===== config.mk =====
export PLATFORM = sky130hd
export DESIGN_NAME = image_stream_framer
export DESIGN_NICKNAME = d
export VERILOG_FILES = /design/src/rtl/image_stream_framer_pkg.sv /design/src/rtl/image_stream_framer_fifo.sv /design/src/rtl/image_stream_framer.sv
export SDC_FILE = /design/constraint.sdc
export NUM_CORES = 1
export LEC_CHECK = 0
export CORE_MARGIN = 2
export CORE_UTILIZATION = 61
export DETAILED_ROUTE_END_ITERATION = 8
export GPL_TIMING_DRIVEN = 1
export MAX_ROUTING_LAYER = met4
export PLACE_DENSITY = 0.76
export REMOVE_ABC_BUFFERS = 1
export SYNTH_ARGS = -nofsm -noshare
export SYNTH_HDL_FRONTEND = slang
export SYNTH_SLANG_ARGS = --single-unit

===== constraint.sdc =====
create_clock -name clk -period 3.51 [get_ports clk]
set_input_delay 0.702 -clock clk [delete_from_list [all_inputs] [get_ports clk]]
set_output_delay 0.702 -clock clk [all_outputs]
set_load 0.03 [all_outputs]

===== src/rtl/image_stream_framer_pkg.sv =====
// Shared constants, colour-field slices and FSM encoding for the image stream framer.
package image_stream_pkg;

    localparam int PIXEL_W = 24;
    localparam int R_MSB   = 23;
    localparam int G_MSB   = 15;
    localparam int B_MSB   = 7;

    typedef enum logic {
        ST_IDLE   = 1'b0,
        ST_ACTIVE = 1'b1
    } state_t;

    // R+G+B of one packed pixel, widened so the running sum can wrap at 16 bits.
    function automatic logic [15:0] pixel_sum(input logic [PIXEL_W-1:0] p);
        return 16'(p[R_MSB -: 8]) + 16'(p[G_MSB -: 8]) + 16'(p[B_MSB -: 8]);
    endfunction

endpackage


===== src/rtl/image_stream_framer_fifo.sv =====
// Synchronous FIFO with registered pointers/level; the head word is readable without a pop.
module stream_sync_fifo #(
    parameter int WIDTH = 24,
    parameter int DEPTH = 16
) (
    input  logic                     clk,
    input  logic                     rst,
    input  logic                     push,
    input  logic                     pop,
    input  logic                     flush,
    input  logic [WIDTH-1:0]         din,
    output logic [WIDTH-1:0]         dout,
    output logic                     full,
    output logic                     empty,
    output logic [$clog2(DEPTH):0]   level
);

    localparam int AW = (DEPTH > 1) ? $clog2(DEPTH) : 1;

    logic [WIDTH-1:0] mem_q [DEPTH];
    logic [AW-1:0]    wr_ptr_q, wr_ptr_d;
    logic [AW-1:0]    rd_ptr_q, rd_ptr_d;
    logic [AW:0]      level_q, level_d;
    logic             do_push, do_pop;

    assign full  = (level_q == (AW+1)'(DEPTH));
    assign empty = (level_q == '0);
    assign level = level_q;
    assign dout  = mem_q[rd_ptr_q];

    // A push into a full FIFO is legal only when the head leaves in the same cycle.
    always_comb begin
        do_push  = push & (~full | pop) & ~flush;
        do_pop   = pop & ~empty & ~flush;
        wr_ptr_d = wr_ptr_q;
        rd_ptr_d = rd_ptr_q;
        level_d  = level_q;
        if (flush) begin
            wr_ptr_d = '0;
            rd_ptr_d = '0;
            level_d  = '0;
        end else begin
            if (do_push) wr_ptr_d = wr_ptr_q + 1'b1;
            if (do_pop)  rd_ptr_d = rd_ptr_q + 1'b1;
            if (do_push && !do_pop)      level_d = level_q + 1'b1;
            else if (!do_push && do_pop) level_d = level_q - 1'b1;
        end
    end

    always_ff @(posedge clk or posedge rst) begin
        if (rst) begin
            wr_ptr_q <= '0;
            rd_ptr_q <= '0;
            level_q  <= '0;
        end else begin
            wr_ptr_q <= wr_ptr_d;
            rd_ptr_q <= rd_ptr_d;
            level_q  <= level_d;
        end
    end

    always_ff @(posedge clk) begin
        if (do_push) mem_q[wr_ptr_q] <= din;
    end

endmodule


===== src/rtl/image_stream_framer.sv =====
// Frames a backpressure-free pixel stream into ready/valid video with SOF/EOL markers.
// Optional running R+G+B frame checksum output when FRAMER_CHECKSUM_EN is defined.
module image_stream_framer #(
    parameter int IMAGE_WIDTH  = 512,
    parameter int IMAGE_HEIGHT = 512,
    parameter int FIFO_DEPTH   = 16,
    parameter int PIXEL_W      = 24
) (
    input  logic                          clk,
    input  logic                          rst,
    input  logic                          frame_start,
    input  logic [PIXEL_W-1:0]            in_pixel,
    input  logic                          in_valid,
    output logic [PIXEL_W-1:0]            m_data,
    output logic                          m_valid,
    input  logic                          m_ready,
    output logic                          m_sof,
    output logic                          m_eol,
    output logic                          frame_done,
    output logic                          overflow,
    output logic                          busy,
    output logic [$clog2(FIFO_DEPTH):0]   fifo_level
`ifdef FRAMER_CHECKSUM_EN
    ,
    output logic [15:0]                   frame_checksum
`endif
);

    import image_stream_pkg::*;

    localparam int XW = (IMAGE_WIDTH  > 1) ? $clog2(IMAGE_WIDTH)  : 1;
    localparam int YW = (IMAGE_HEIGHT > 1) ? $clog2(IMAGE_HEIGHT) : 1;

    state_t        state_q, state_d;
    logic [XW-1:0] x_q, x_d;
    logic [YW-1:0] y_q, y_d;
    logic          overflow_q, overflow_d;
    logic          done_q, done_d;
    logic          fifo_full, fifo_empty;
    logic          hs, last_x, last_y, push_req, push, drop;

    stream_sync_fifo #(
        .WIDTH (PIXEL_W),
        .DEPTH (FIFO_DEPTH)
    ) u_fifo (
        .clk   (clk),
        .rst   (rst),
        .push  (push),
        .pop   (hs),
        .flush (frame_start),
        .din   (in_pixel),
        .dout  (m_data),
        .full  (fifo_full),
        .empty (fifo_empty),
        .level (fifo_level)
    );

    assign busy       = (state_q == ST_ACTIVE);
    assign m_valid    = busy & ~fifo_empty;
    assign m_sof      = m_valid & (x_q == '0) & (y_q == '0);
    assign m_eol      = m_valid & last_x;
    assign frame_done = done_q;
    assign overflow   = overflow_q;

    // frame_start dominates everything: the FIFO is flushed and a coincident pixel is lost.
    always_comb begin
        hs         = m_valid & m_ready;
        last_x     = (x_q == XW'(IMAGE_WIDTH - 1));
        last_y     = (y_q == YW'(IMAGE_HEIGHT - 1));
        push_req   = busy & in_valid & ~frame_start;
        push       = push_req & (~fifo_full | hs);
        drop       = push_req & fifo_full & ~hs;
        state_d    = state_q;
        x_d        = x_q;
        y_d        = y_q;
        overflow_d = overflow_q | drop;
        done_d     = 1'b0;
        if (frame_start) begin
            state_d    = ST_ACTIVE;
            x_d        = '0;
            y_d        = '0;
            overflow_d = 1'b0;
        end else if (hs) begin
            if (last_x) begin
                x_d = '0;
                if (last_y) begin
                    y_d     = '0;
                    state_d = ST_IDLE;
                    done_d  = 1'b1;
                end else begin
                    y_d = y_q + 1'b1;
                end
            end else begin
                x_d = x_q + 1'b1;
            end
        end
    end

    always_ff @(posedge clk or posedge rst) begin
        if (rst) begin
            state_q    <= ST_IDLE;
            x_q        <= '0;
            y_q        <= '0;
            overflow_q <= 1'b0;
            done_q     <= 1'b0;
        end else begin
            state_q    <= state_d;
            x_q        <= x_d;
            y_q        <= y_d;
            overflow_q <= overflow_d;
            done_q     <= done_d;
        end
    end

`ifdef FRAMER_CHECKSUM_EN
    logic [15:0] sum_q, sum_d;
    logic [15:0] checksum_q, checksum_d;

    assign frame_checksum = checksum_q;

    // The checksum register captures on the same edge that raises frame_done.
    always_comb begin
        sum_d      = sum_q;
        checksum_d = checksum_q;
        if (frame_start) begin
            sum_d = '0;
        end else if (hs) begin
            sum_d = sum_q + pixel_sum(m_data);
            if (last_x && last_y) checksum_d = sum_d;
        end
    end

    always_ff @(posedge clk or posedge rst) begin
        if (rst) begin
            sum_q      <= '0;
            checksum_q <= '0;
        end else begin
            sum_q      <= sum_d;
            checksum_q <= checksum_d;
        end
    end
`endif

endmodule


* Yosys cells after proc, flatten, opt, wreduce, memory -nomap -nowiden
Memory sizes are Yosys's and may differ from the RTL's. Index checks and enable logic that the tools add are counted.
Operators by class: add/subtract/negate cells 6, eq/ne operators 3, muxes and demuxes 25, bitwise gates (word level) 20, reductions and logical operators 15
Operators with widths (number):
- 2-to-1 mux 9 bit | 7
- adder 9 x 1 -> 9 bit, second input constant | 2
- == test 9 bit, second input constant | 2
- logical NOT 9 bit | 2
- 2-to-1 mux 4 bit | 4
- 2-to-1 mux 5 bit | 3
- bitwise AND 1 bit | 14
- 2-to-1 mux 1 bit | 11
- nonzero test 2 bit | 5
- adder 4 x 1 -> 4 bit, second input constant | 2
- adder 5 x 1 -> 5 bit, second input constant | 1
- == test 5 bit, second input constant | 1
- logical NOT 5 bit | 1
- subtractor 5 x 1 -> 5 bit, second input constant | 1
- inverter 1 bit | 4
- AND reduction 3 bit | 1
- nonzero test 3 bit | 1
- logical AND 1 bit | 2
- logical NOT 1 bit | 2
- bitwise OR 1 bit | 2
- AND reduction 2 bit | 1
Word-level totals: register bits 34, memory bits (writable) 384, bits of input ports 29, output and inout bits 35, word-level logic and storage cells 78, memories kept 1
Memory list:
- u_fifo.mem_q | words 16, width 24, read ports 1, clocked after Yosys merged registers in 0, wr ports 1, RTL line image_stream_framer_fifo.sv:20 | logic [WIDTH-1:0] mem_q [DEPTH];

* Logic depth before layout (Yosys ltp)
Gate-level depths: netlist of the first run.
depth after elaboration 13, mapped depth 10, depth with buffers taken out 9

* Cells and area by module
A second synthesis of the first run with hierarchy kept.
Second synthesis, totals: cells, all modules 847, area total of the unflattened synthesis 16560.9 um^2
Modules (own cells, without submodules):
- stream_sync_fifo | instances 1, cells an instance 700, area an instance 15282.2 um^2, sequential area each 11856.4 um^2
- image_stream_framer | instances 1, cells an instance 147, area an instance 1278.7 um^2, sequential area each 525.5 um^2

* Least setup slack after synthesis of the first run
OpenSTA, ideal clock, no wires.
kind flip-flop to flip-flop, start register u_fifo.level_q[0], in the netlist u_fifo.level[0], end register u_fifo.level_q[4], in the netlist u_fifo.level[4], setup time 0.126 ns, arrival time 2.613 ns, required time 3.384 ns, setup slack 0.771 ns, cell stages (with the launch flop) 10, path buffers 1, period minus slack after synthesis 2.739 ns, path through dfrtp_1 > or4_4 > buf_6 > o211ai_2 > ha_1 > a21o_1 > a21oi_1 > xor2_1 > nor4_1 > a221o_1
On the way: word-level cells in the longest chain between the ends 11, elaborated cells between the ends (all ways) 22, classes of those cells add/sub (2); eq/ne (1); mux (3); bitwise (10); reduce/logical (6)
Ends and longest elaborated chain:
- start, declared | RTL line image_stream_framer_fifo.sv:23 | logic [AW:0] level_q, level_d;
- start signal, assigned | RTL line image_stream_framer_fifo.sv:58 | level_q <= level_d;
- logical NOT 5 bit | RTL line image_stream_framer_fifo.sv:27 | assign empty = (level_q == '0);
- inverter 1 bit | RTL line image_stream_framer_fifo.sv:34, image_stream_framer.sv:59
- bitwise AND 1 bit | RTL line image_stream_framer.sv:59 | assign m_valid = busy & ~fifo_empty;
- bitwise AND 1 bit | RTL line image_stream_framer.sv:67 | hs = m_valid & m_ready;
- bitwise OR 1 bit | RTL line image_stream_framer_fifo.sv:33, image_stream_framer.sv:71
- bitwise AND 1 bit | RTL line image_stream_framer.sv:71 | push = push_req & (~fifo_full | hs);
- bitwise AND 1 bit (2 in series) | RTL line image_stream_framer_fifo.sv:33 | do_push = push & (~full | pop) & ~flush;
- logical AND 1 bit or logical NOT 1 bit (tied branches) | RTL line image_stream_framer_fifo.sv:45, image_stream_framer_fifo.sv:46
- 2-to-1 mux 5 bit or logical AND 1 bit (tied branches) | RTL line image_stream_framer_fifo.sv:45, image_stream_framer_fifo.sv:46
- 2-to-1 mux 5 bit or nonzero test 3 bit (tied branches)
Several ways; a longest one is shown, not always the timed one. The select of a mux whose other input is x is not followed. A chain may end at the register's enable or synchronous reset.

* Final worst setup path of the first run
start register u_fifo.rd_ptr_q[0], end output port m_data[16]
On the way: word-level cells in the longest chain between the ends 1
Ends and longest elaborated chain:
- start, declared | RTL line image_stream_framer_fifo.sv:22 | logic [AW-1:0] rd_ptr_q, rd_ptr_d;
- start signal, assigned | RTL line image_stream_framer_fifo.sv:57 | rd_ptr_q <= rd_ptr_d;
- memory (16 x 24 bit)
- end, declared | RTL line image_stream_framer.sv:14 | output logic [PIXEL_W-1:0] m_data,
No other way between the ends.

==> results of run 1 <==
[worst max-delay path: cells and delay by family, from the launching register on]
| kind | cells | cell delay (ns) |
|---|---|---|
| AO/OA/AOI/OAI | 3 | 0.47 |
| buffers and inverters | 2 | 0.61 |
| flip-flops | 1 | 0.59 |
| multiplexers | 1 | 0.36 |
| AND/OR/NAND/NOR | 1 | 0.09 |
[cells in the mapped netlist, types with 2 or more instances]
library cell  count  area [µm²]
a21oi_1          36         180
a221oi_1         24         210
a22oi_1          24         180
a31oi_1           3        18.8
and2_1           15        93.8
and3_1            8        50.1
and4_1            5        43.8
buf_1             2        7.51
buf_2            17        85.1
buf_6             2        22.5
clkbuf_1         32         120
dfrtp_1          34         851
edfxtp_1        384       11500
ha_1             15         188
inv_1             9        33.8
mux2_2           26         293
mux2i_1          72         721
mux4_2           48        1080
nand2_1          50         188
nand3_1           7        35.0
nand3b_1          6        45.0
nand4_1           5        31.3
nor2_1           25        93.8
nor3b_1           2        15.0
nor4_1            3        18.8
o211ai_2          2        25.0
o21ai_0          59         295
o21ai_2          10        87.6
o31ai_1           4        30.0
xnor2_1           4        35.0
xor2_1            5        43.8
[area by class of cell]
cell class,count,share of cell area
inverter,9,0.00173
sequential,418,0.633
multi-input combinational,477,0.215
clock inverter,16,0.00843
clock buffer,56,0.0583
tap,341,0.0218
timing repair buffer,126,0.0620
[cells in the final DEF (no fill, tap or decap), types with 4 or more instances in the layout]
| cell type | n |
|---|---|
| clkdlybuf4s50_1 | 38 |
| and4_1 | 5 |
| o21ai_0 | 59 |
| mux2_2 | 26 |
| a21oi_1 | 36 |
| mux2i_1 | 72 |
| clkinv_1 | 5 |
| o31ai_1 | 4 |
| clkbuf_16 | 42 |
| and2_1 | 15 |
| nand4_1 | 5 |
| ha_1 | 15 |
| a221oi_1 | 21 |
| buf_4 | 63 |
| clkbuf_1 | 9 |
| nand3_1 | 7 |
| nand2_1 | 50 |
| dfrtp_1 | 32 |
| and3_1 | 8 |
| xor2_1 | 5 |
| nor2_1 | 25 |
| mux4_2 | 48 |
| edfxtp_1 | 384 |
| inv_1 | 9 |
| nand3b_1 | 6 |
| clkbuf_8 | 6 |
| xnor2_1 | 4 |
| dlymetal6s2s_1 | 14 |
| o21ai_2 | 10 |
| a22oi_1 | 24 |
| buf_12 | 4 |
[state kept, by name (all words and copies together) (netlist names)]
signal,cells
x_q,9
overflow,1
busy,1
y_q,9
u_fifo.mem_q,384
u_fifo.level,5
frame_done,1
u_fifo.rd_ptr_q,4
u_fifo.wr_ptr_q,4
[repair_timing]
action	in CTS	in global routing
gates cloned	0	1
endpoints found under the setup margin	23	21
setup buffers	3	0
resized for setup	5	20
hold buffers	0	0
[power groups by stage]
stage	Combinational (µW)	Sequential, µW	Clock (µW)
after floorplan	1540	5990	0
after global placement	2290	5740	0
after detailed placement	2320	5740	0
after CTS	2360	5630	4310
after global routing	2530	5650	4480
final	2380	5630	4260
[cells by family after synthesis]
group | count (synthesis) | share of synthesized area
AO/OA/AOI/OAI | 171 | 0.0661
AND/OR/NAND/NOR | 135 | 0.0411
adder cells (fa/ha/maj) | 16 | 0.0123
multiplexers | 146 | 0.124
flip-flops | 418 | 0.735
buffers and inverters | 63 | 0.0169
XOR/XNOR | 9 | 0.00468
[stage by stage]
stage | worst slack [ns] | cells | total power (µW) | TNS, ns
6_report | 0.148 | 1443 | 12300 | 0
5_1_grt | 0.0197 | 1443 | 12700 | 0
3_5_place_dp | 0.309 | 1367 | 8060 | 0
3_3_place_gp | 0.384 | 1367 | 8030 | 0
4_1_cts | -0.0618 | 1442 | 12300 | -0.192
2_1_floorplan | -3.08 | 904 | 7530 | -81.22
[routing by layer]
metal,part of all wire,vias to the layer above,routed length [µm],global-route usage
met1,0.41,4657,14600,0.337
met3,0.066,64,2370,0.0372
met5,0,-,0,-
met4,0.023,0,834,0.0799
met2,0.50,347,18000,0.423
li1,-,4063,-,-
[how the worst max path moves through the flow]
stage                     slack (ns)               start              end  cells past startpoint
final                           0.15  u_fifo.rd_ptr_q[0]       m_data[16]                      7
after global placement          0.38            in_valid  u_fifo.level[4]                      9
after global routing            0.02  u_fifo.rd_ptr_q[0]       m_data[16]                      7
after floorplan                -3.08  u_fifo.rd_ptr_q[0]       m_data[12]                      5
after detailed placement        0.31            in_valid  u_fifo.level[4]                      9
after CTS                      -0.06  u_fifo.rd_ptr_q[0]       m_data[19]                      7
==> flow_metrics.env, run 1 <==
export IMPL_antennaDiodeCount=0
export IMPL_clkLatencyLatePin_ns=0.53
export IMPL_critPathMaxStageDelay_ns=0.59
export IMPL_vdd_drop_max_v=0.000441
export IMPL_synth_distinct_cells=51
export IMPL_core_um2=27000
export IMPL_combPwrFrac=0.194
export IMPL_fin_crit_sh=0.958
export IMPL_antenna_found_initial=0
export IMPL_period_needed_ns=3.36
export IMPL_grt_util_all_layers=0.256
export IMPL_status="finished clean"
export IMPL_grt_max_degree=37
export IMPL_antenna_left=0
export IMPL_die_area_um2=29000
export IMPL_holdWs_ns=0.531
export IMPL_leakage_uw=0.00670
export IMPL_drv_slew=0
export IMPL_area_growth_pct=16.2
export IMPL_grt_pass1_wl_mm=53.4
export IMPL_holdCritPathClass="flop to flop"
export IMPL_min_path_cells=1
export IMPL_synth_edf_count=384
export IMPL_relSlewSlack=0.380
export IMPL_dpl_cell_area_um2=18200
export IMPL_r2r_slack_ns=0.76
export IMPL_async_flop_share=0.0813
export IMPL_critPathLaunchType="flop"
export IMPL_p_int_uw=9140
export IMPL_rows=60
export IMPL_drtIter0Drc=905
export IMPL_port_buffers=63
export IMPL_pwr_share_seq=0.459
export IMPL_clockBufferDepth=3
export IMPL_synth_main_ff_cell="edfxtp_1"
export IMPL_drcViolationCount=0
export IMPL_dp_hpwl_mm=21.0
export IMPL_p_switching_uw=3130
export IMPL_gp_congestion=0.774
export IMPL_synthesis_area_um2=16900
export IMPL_pin_count=64
export IMPL_fp_dieW_um=170
export IMPL_fin_util=0.725
export IMPL_cts_max_level=2
export IMPL_die_h_um=170
export IMPL_avgSynthCellArea_um2=17.6
export IMPL_timing_critical_path_mode_cell="o21ai_0"
export IMPL_reg2reg_to="u_fifo.level[4]"
export IMPL_multi_input_comb_area_um2=4210
export IMPL_drive_gt1_frac=0.205
export IMPL_nets=1118
export IMPL_fillers=1636
export IMPL_required_ns=2.81
export IMPL_swShare=0.255
export IMPL_synth_seq_area_share=0.735
export IMPL_ys_seq_elements=418
export IMPL_critical_path_max_fanout=22
export IMPL_crit_slowest_cell="dfrtp_4"
export IMPL_drt_pass1_iter_count=5
export IMPL_min_to="y_q[2]"
export IMPL_worstPathArrival_ns=2.66
export IMPL_fmax_mhz=297
export IMPL_cts_tree="built"
export IMPL_maxCapViolations=0
export IMPL_design_area_um2=19600
export IMPL_reg2reg_from="u_fifo.level[0]"
export IMPL_wl_mm=35.8
export IMPL_ff2ff_path_depth=8
export IMPL_hold_violations=0
export IMPL_cellPowerDensity_nw_per_um2=627
export IMPL_cts_sinks=418
export IMPL_rsz0062_at_grt="no"
export IMPL_start_util=0.624
export IMPL_vias=9131
export IMPL_wl_per_cell_um=24.8
export IMPL_seqCellArea_um2=12400
export IMPL_grt_overflow=0
export IMPL_hold_start="y_q[2]"
export IMPL_clk_pin_slew_ns=0.06
export IMPL_grt_pass1_vias=9252
export IMPL_p_clk_frac=0.347
export IMPL_yosys_warnings=0
export IMPL_fin_worst_skew_ns=0.0126
export IMPL_syn_instance_count=958
export IMPL_cts_root_buf="clkbuf_16"
export IMPL_final_setup_viol_count=0
export IMPL_criticalPathCategory="flop to output pin"
export IMPL_path_cells="buf_12, mux2_2, o21ai_0, a21oi_1, o21ai_0, nand2_1, dlygate4sd2_1"
export IMPL_routed_via_density=6.33
export IMPL_end_kind="output pin"
export IMPL_cts_buffers=41
export IMPL_worst_pin_slew_ns=0.929
(Power assumes the default switching activity.)
==> inputs of run 2 (changes only) <==
==> constraint.sdc (replaced) <==
create_clock -name clk -period 3.6 [get_ports clk]
set_input_delay 0.72 -clock clk [delete_from_list [all_inputs] [get_ports clk]]
set_output_delay 0.72 -clock clk [all_outputs]
set_load 0.03 [all_outputs]
==> flow_metrics.env, run 2 (same netlist as run 1, synthesis figures left out) <==
export IMPL_gp_congestion=0.764
export IMPL_worst_pin_slew_ns=0.638
export IMPL_combPwrFrac=0.192
export IMPL_vias=9095
export IMPL_rows=60
export IMPL_hold_violations=0
export IMPL_status="complete, but fails checks"
export IMPL_fillers=1610
export IMPL_dpl_cell_area_um2=18100
export IMPL_cts_root_buf="clkbuf_16"
export IMPL_final_setup_tns_ns=-0.0127
export IMPL_period_needed_ns=3.61
export IMPL_final_setup_viol_count=1
export IMPL_grt_max_degree=37
export IMPL_fmax_mhz=277
export IMPL_cts_sinks=418
export IMPL_required_ns=2.88
export IMPL_drv_slew=0
export IMPL_end_kind="output pin"
export IMPL_grt_overflow=0
export IMPL_worstPathArrival_ns=2.89
export IMPL_antenna_left=0
export IMPL_dp_hpwl_mm=21.0
export IMPL_post_cts_buffers=0
export IMPL_pin_count=64
export IMPL_violations="setup timing"
export IMPL_grt_pass1_vias=9204
export IMPL_cellPowerDensity_nw_per_um2=615
export IMPL_pwr_share_seq=0.459
export IMPL_maxCapViolations=0
export IMPL_criticalPathCategory="flop to output pin"
export IMPL_clockBufferDepth=3
export IMPL_cts_max_level=2
export IMPL_drcViolationCount=0
export IMPL_p_int_uw=8940
export IMPL_swShare=0.255
export IMPL_fin_util=0.722
export IMPL_top_register="u_fifo.mem_q"
export IMPL_grt_pass1_wl_mm=54.5
export IMPL_design_area_um2=19500
export IMPL_routed_via_density=6.34
export IMPL_p_clk_frac=0.350
export IMPL_clkLatencyLatePin_ns=0.54
export IMPL_die_area_um2=29000
export IMPL_p_switching_uw=3050
export IMPL_holdCritPathClass="flop to flop"
export IMPL_antennaDiodeCount=0
export IMPL_multi_input_comb_area_um2=4200
export IMPL_dp_cells=1362
export IMPL_clk_pin_slew_ns=0.06
export IMPL_rsz0062_at_grt="yes"
export IMPL_final_cell_mix="384 x edfxtp_1, 72 x mux2i_1, 59 x o21ai_0"
export IMPL_fin_worst_skew_ns=0.0180
export IMPL_core_um2=27000
export IMPL_largest_reg_flops=384
export IMPL_drt_pass1_iter_count=5
export IMPL_antenna_found_initial=0
export IMPL_leakage_uw=0.00661
export IMPL_relSlewSlack=0.574
export IMPL_die_h_um=170
export IMPL_final_cells=1435
export IMPL_cts_tree="built"
export IMPL_final_common_cell="edfxtp_1"
export IMPL_port_buffers=63
export IMPL_fin_crit_sh=1.00
export IMPL_nets=1110
export IMPL_drive_gt1_frac=0.196
export IMPL_vdd_drop_max_v=0.000493
export IMPL_drtIter0Drc=837
export IMPL_critical_path_max_fanout=36
export IMPL_wl_mm=36.0
export IMPL_cts_buffers=41
export IMPL_start_util=0.624
export IMPL_setup_slack_ns=-0.0127
export IMPL_critPathLaunchType="flop"
export IMPL_seqCellArea_um2=12400
export IMPL_area_growth_pct=15.8
export IMPL_grt_util_all_layers=0.263
export IMPL_reg_top3="u_fifo.mem_q: 384 flops, x_q: 9 flops, y_q: 9 flops"
export IMPL_wl_per_cell_um=25.1
export IMPL_fp_dieW_um=170
-- run 2: changes by cell type in the layout (fill, tap and decap cells not counted), sizes merged --
cell	previous run	this run
buf	70	62
bufbuf	0	1
clkinvlp	2	1
clkdlybuf4s50	38	44
bufinv	3	5
dlymetal6s2s	14	10
clkbuf	57	51
dlygate4sd2	3	1
clkinv	9	13
-- run 2: worst paths after layout --
kind                               startpoint               to  slack (ns)  cells after the start
setup / recovery           u_fifo.rd_ptr_q[0]       m_data[11]       -0.01                      7
hold / removal                         y_q[2]           y_q[2]        0.53                      1
setup reg to reg              u_fifo.level[0]  u_fifo.level[4]        0.83                      8
hold reg to reg                        y_q[2]           y_q[2]        0.53                      1
max in group asynchronous                 rst           y_q[6]        2.29                      3
min in group asynchronous                 rst  u_fifo.level[1]        0.59                      2
-- run 2: worst max-delay path, cell delays in order, from the launching register on --
cell and delay (ns):
dfrtp_4 0.55, buf_12 0.29, mux2_2 0.37, o21ai_0 0.15
a21oi_1 0.09, a22oi_1 0.18, nand2_1 0.11, clkdlybuf4s50_1 0.60
-- run 2: per-stage QoR --
| step | total power [µW] | setup WS, ns | hold slack (ns) |
|---|---|---|---|
| after global placement | 7820 | 0.460 | 0.513 |
| final | 12000 | -0.0127 | 0.531 |
| after detailed placement | 7860 | 0.409 | 0.516 |
| after floorplan | 7340 | -3.01 | 0.485 |
| after global routing | 12400 | -0.143 | 0.555 |
| after CTS | 12100 | -0.0275 | 0.529 |
-- run 2: repair_timing --
action,4_1_cts,5_1_grt
gates resized for setup,2,12
hold buffers,0,0
cloned,1,0
setup endpoints to repair,4,18
-- run 2: final cells by class --
type	instances	area share
inverter	9	0.00173
tap	341	0.0219
multi-input combinational	477	0.215
clock buffer	51	0.0550
timing repair buffer	118	0.0594
sequential	418	0.635
clock inverter	21	0.0119
-- run 2: power by group through the flow --
stage | registers, µW | clock network, µW | logic, µW
global placement | 5590 | 0 | 2230
CTS | 5500 | 4240 | 2310
finish | 5500 | 4190 | 2300
global route | 5510 | 4420 | 2450
floorplan | 5840 | 0 | 1500
detailed placement | 5590 | 0 | 2260
-- run 2: routing by layer --
metal | GRT usage | routed length, µm | up-vias
li1 | - | - | 4052
met1 | 0.347 | 14300 | 4616
met2 | 0.434 | 18200 | 363
met3 | 0.0412 | 2560 | 64
met4 | 0.0747 | 872 | 0
met5 | - | 0 | -
==> inputs of run 3 (changes only) <==
--- a/config.mk
+++ b/config.mk
@@ -6,11 +6,11 @@
 export NUM_CORES = 1
 export LEC_CHECK = 0
 export CORE_MARGIN = 2
-export CORE_UTILIZATION = 61
+export CORE_UTILIZATION = 65
 export DETAILED_ROUTE_END_ITERATION = 8
 export GPL_TIMING_DRIVEN = 1
 export MAX_ROUTING_LAYER = met4
-export PLACE_DENSITY = 0.76
+export PLACE_DENSITY = 0.8
 export REMOVE_ABC_BUFFERS = 1
 export SYNTH_ARGS = -nofsm -noshare
 export SYNTH_HDL_FRONTEND = slang
==> constraint.sdc (replaced) <==
create_clock -name clk -period 4.55 [get_ports clk]
set_input_delay 0.91 -clock clk [delete_from_list [all_inputs] [get_ports clk]]
set_output_delay 0.91 -clock clk [all_outputs]
set_load 0.03 [all_outputs]
==> flow_metrics.env, run 3 (same netlist as run 1, synthesis figures left out) <==
export IMPL_start_util=0.665
export IMPL_rows=58
export IMPL_drt_pass1_iter_count=5
export IMPL_cellPowerDensity_nw_per_um2=485
export IMPL_place_worst_setup_slack_ns=0.811
export IMPL_clockBufferDepth=3
export IMPL_port_buffers=63
export IMPL_pin_count=64
export IMPL_clkLatencyLatePin_ns=0.53
export IMPL_fin_util=0.763
export IMPL_die_h_um=165
export IMPL_wl_per_cell_um=25.3
export IMPL_seqCellArea_um2=12400
export IMPL_crit_cells=6
export IMPL_maxCapViolations=0
export IMPL_cts_root_buf="clkbuf_16"
export IMPL_clk_pin_slew_ns=0.06
export IMPL_min_path_cells=1
export IMPL_setup_slack_ns=0.270
export IMPL_drcViolationCount=0
export IMPL_cts_max_level=2
export IMPL_area_growth_pct=14.6
export IMPL_dp_hpwl_mm=20.2
export IMPL_cts_resized=0
export IMPL_relSlewSlack=0.505
export IMPL_grt_pass1_wl_mm=53.8
export IMPL_core_um2=25300
export IMPL_antenna_found_initial=1
export IMPL_die_area_um2=27200
export IMPL_drive_gt1_frac=0.176
export IMPL_leakage_uw=0.00640
export IMPL_antenna_left=0
export IMPL_critPathLaunchType="flop"
export IMPL_drtIter0Drc=925
export IMPL_fin_worst_skew_ns=0.0117
export IMPL_period_needed_ns=4.28
export IMPL_fp_dieW_um=165
export IMPL_cts_buffers=40
export IMPL_rsz0062_at_grt="no"
export IMPL_wl_mm=35.7
export IMPL_cts_tree="built"
export IMPL_vias=9160
export IMPL_end_kind="output pin"
export IMPL_largest_reg_flops=384
export IMPL_critPathMaxStageDelay_ns=0.77
export IMPL_ff2ff_path_depth=8
export IMPL_holdBufCountCts=0
export IMPL_gp_congestion=0.799
export IMPL_power_uw=9360
export IMPL_final_common_cell="edfxtp_1"
export IMPL_path_cells="and2_1, buf_4, a221oi_1, a22oi_1, nand2_1, clkdlybuf4s50_1"
export IMPL_worstPathArrival_ns=3.37
export IMPL_criticalPathCategory="flop to output pin"
export IMPL_cts_sinks=418
export IMPL_final_setup_viol_count=0
export IMPL_reg_top3="u_fifo.mem_q: 384 flops, x_q: 9 flops, y_q: 9 flops"
export IMPL_fillers=1381
export IMPL_required_ns=3.64
export IMPL_crit_slowest_cell="dfrtp_1"
export IMPL_final_cells=1408
export IMPL_drv_slew=0
export IMPL_nets=1093
export IMPL_dp_cells=1336
export IMPL_routed_via_density=6.51
export IMPL_grt_overflow=0
export IMPL_grt_max_degree=55
export IMPL_hold_violations=0
export IMPL_multi_input_comb_area_um2=4190
export IMPL_final_cell_mix="384 x edfxtp_1, 72 x mux2i_1, 63 x clkdlybuf4s50_1"
export IMPL_status="finished clean"
export IMPL_worst_pin_slew_ns=0.743
export IMPL_fmax_mhz=234
export IMPL_critical_path_max_fanout=15
export IMPL_post_cts_buffers=0
export IMPL_critical_path_top_delay_family="buffers and inverters"
export IMPL_critPathBufInv=2
export IMPL_holdCritPathClass="flop to flop"
export IMPL_top_register="u_fifo.mem_q"
export IMPL_holdWs_ns=0.529
export IMPL_fin_crit_sh=0.941
export IMPL_grt_util_all_layers=0.280
export IMPL_grt_pass1_vias=9272
export IMPL_vdd_drop_max_v=0.000398
[run 3: layout make-up]
class,count,share of cell area
tap,330,0.0214
multi-input combinational,477,0.217
inverter,9,0.00175
antenna,1,0.000130
sequential,418,0.641
clock inverter,22,0.00997
clock buffer,49,0.0568
timing repair buffer,102,0.0517
[run 3: routing by layer]
layer	global-route usage	vias to the layer above	wire (µm)
met2	0.442	433	17700
met5	-	-	0
met4	0.0881	0	900
met1	0.384	4643	14200
met3	0.0452	66	2840
li1	-	4018	-
[run 3: final timing paths]
path	endpoint	slack, ns	startpoint
max	m_data[13]	0.27	u_fifo.rd_ptr_q[2]
min	y_q[3]	0.53	y_q[3]
max reg2reg	u_fifo.level[4]	1.74	u_fifo.level[0]
min reg2reg	y_q[3]	0.53	y_q[3]
max in group asynchronous	u_fifo.rd_ptr_q[0]	3.41	rst
min in group asynchronous	u_fifo.level[0]	0.79	rst
[run 3: through the flow]
stage               instance area [µm²]  TNS [ns]
floorplan                         16600    -57.09
CTS                               19300         0
detailed placement                18000         0
finish                            19300         0
global route                      19300         0
global placement                  18000         0
[run 3: power breakdown]
part           internal (µW)  total (µW)  switching (µW)
Sequential              4270        4370             101
Clock                   1880        3240            1360
Combinational            818        1750             935
Total                   6970        9360            2390
[run 3: worst register-to-register path: stages, from the launching register on]
cell and delay (ns):
dfrtp_1 0.47, or4_4 0.63, o211ai_2 0.34, ha_1 0.32, a21o_1 0.16, a21oi_1 0.17, xor2_1 0.23, nor4_1 0.08
a221o_1 0.28
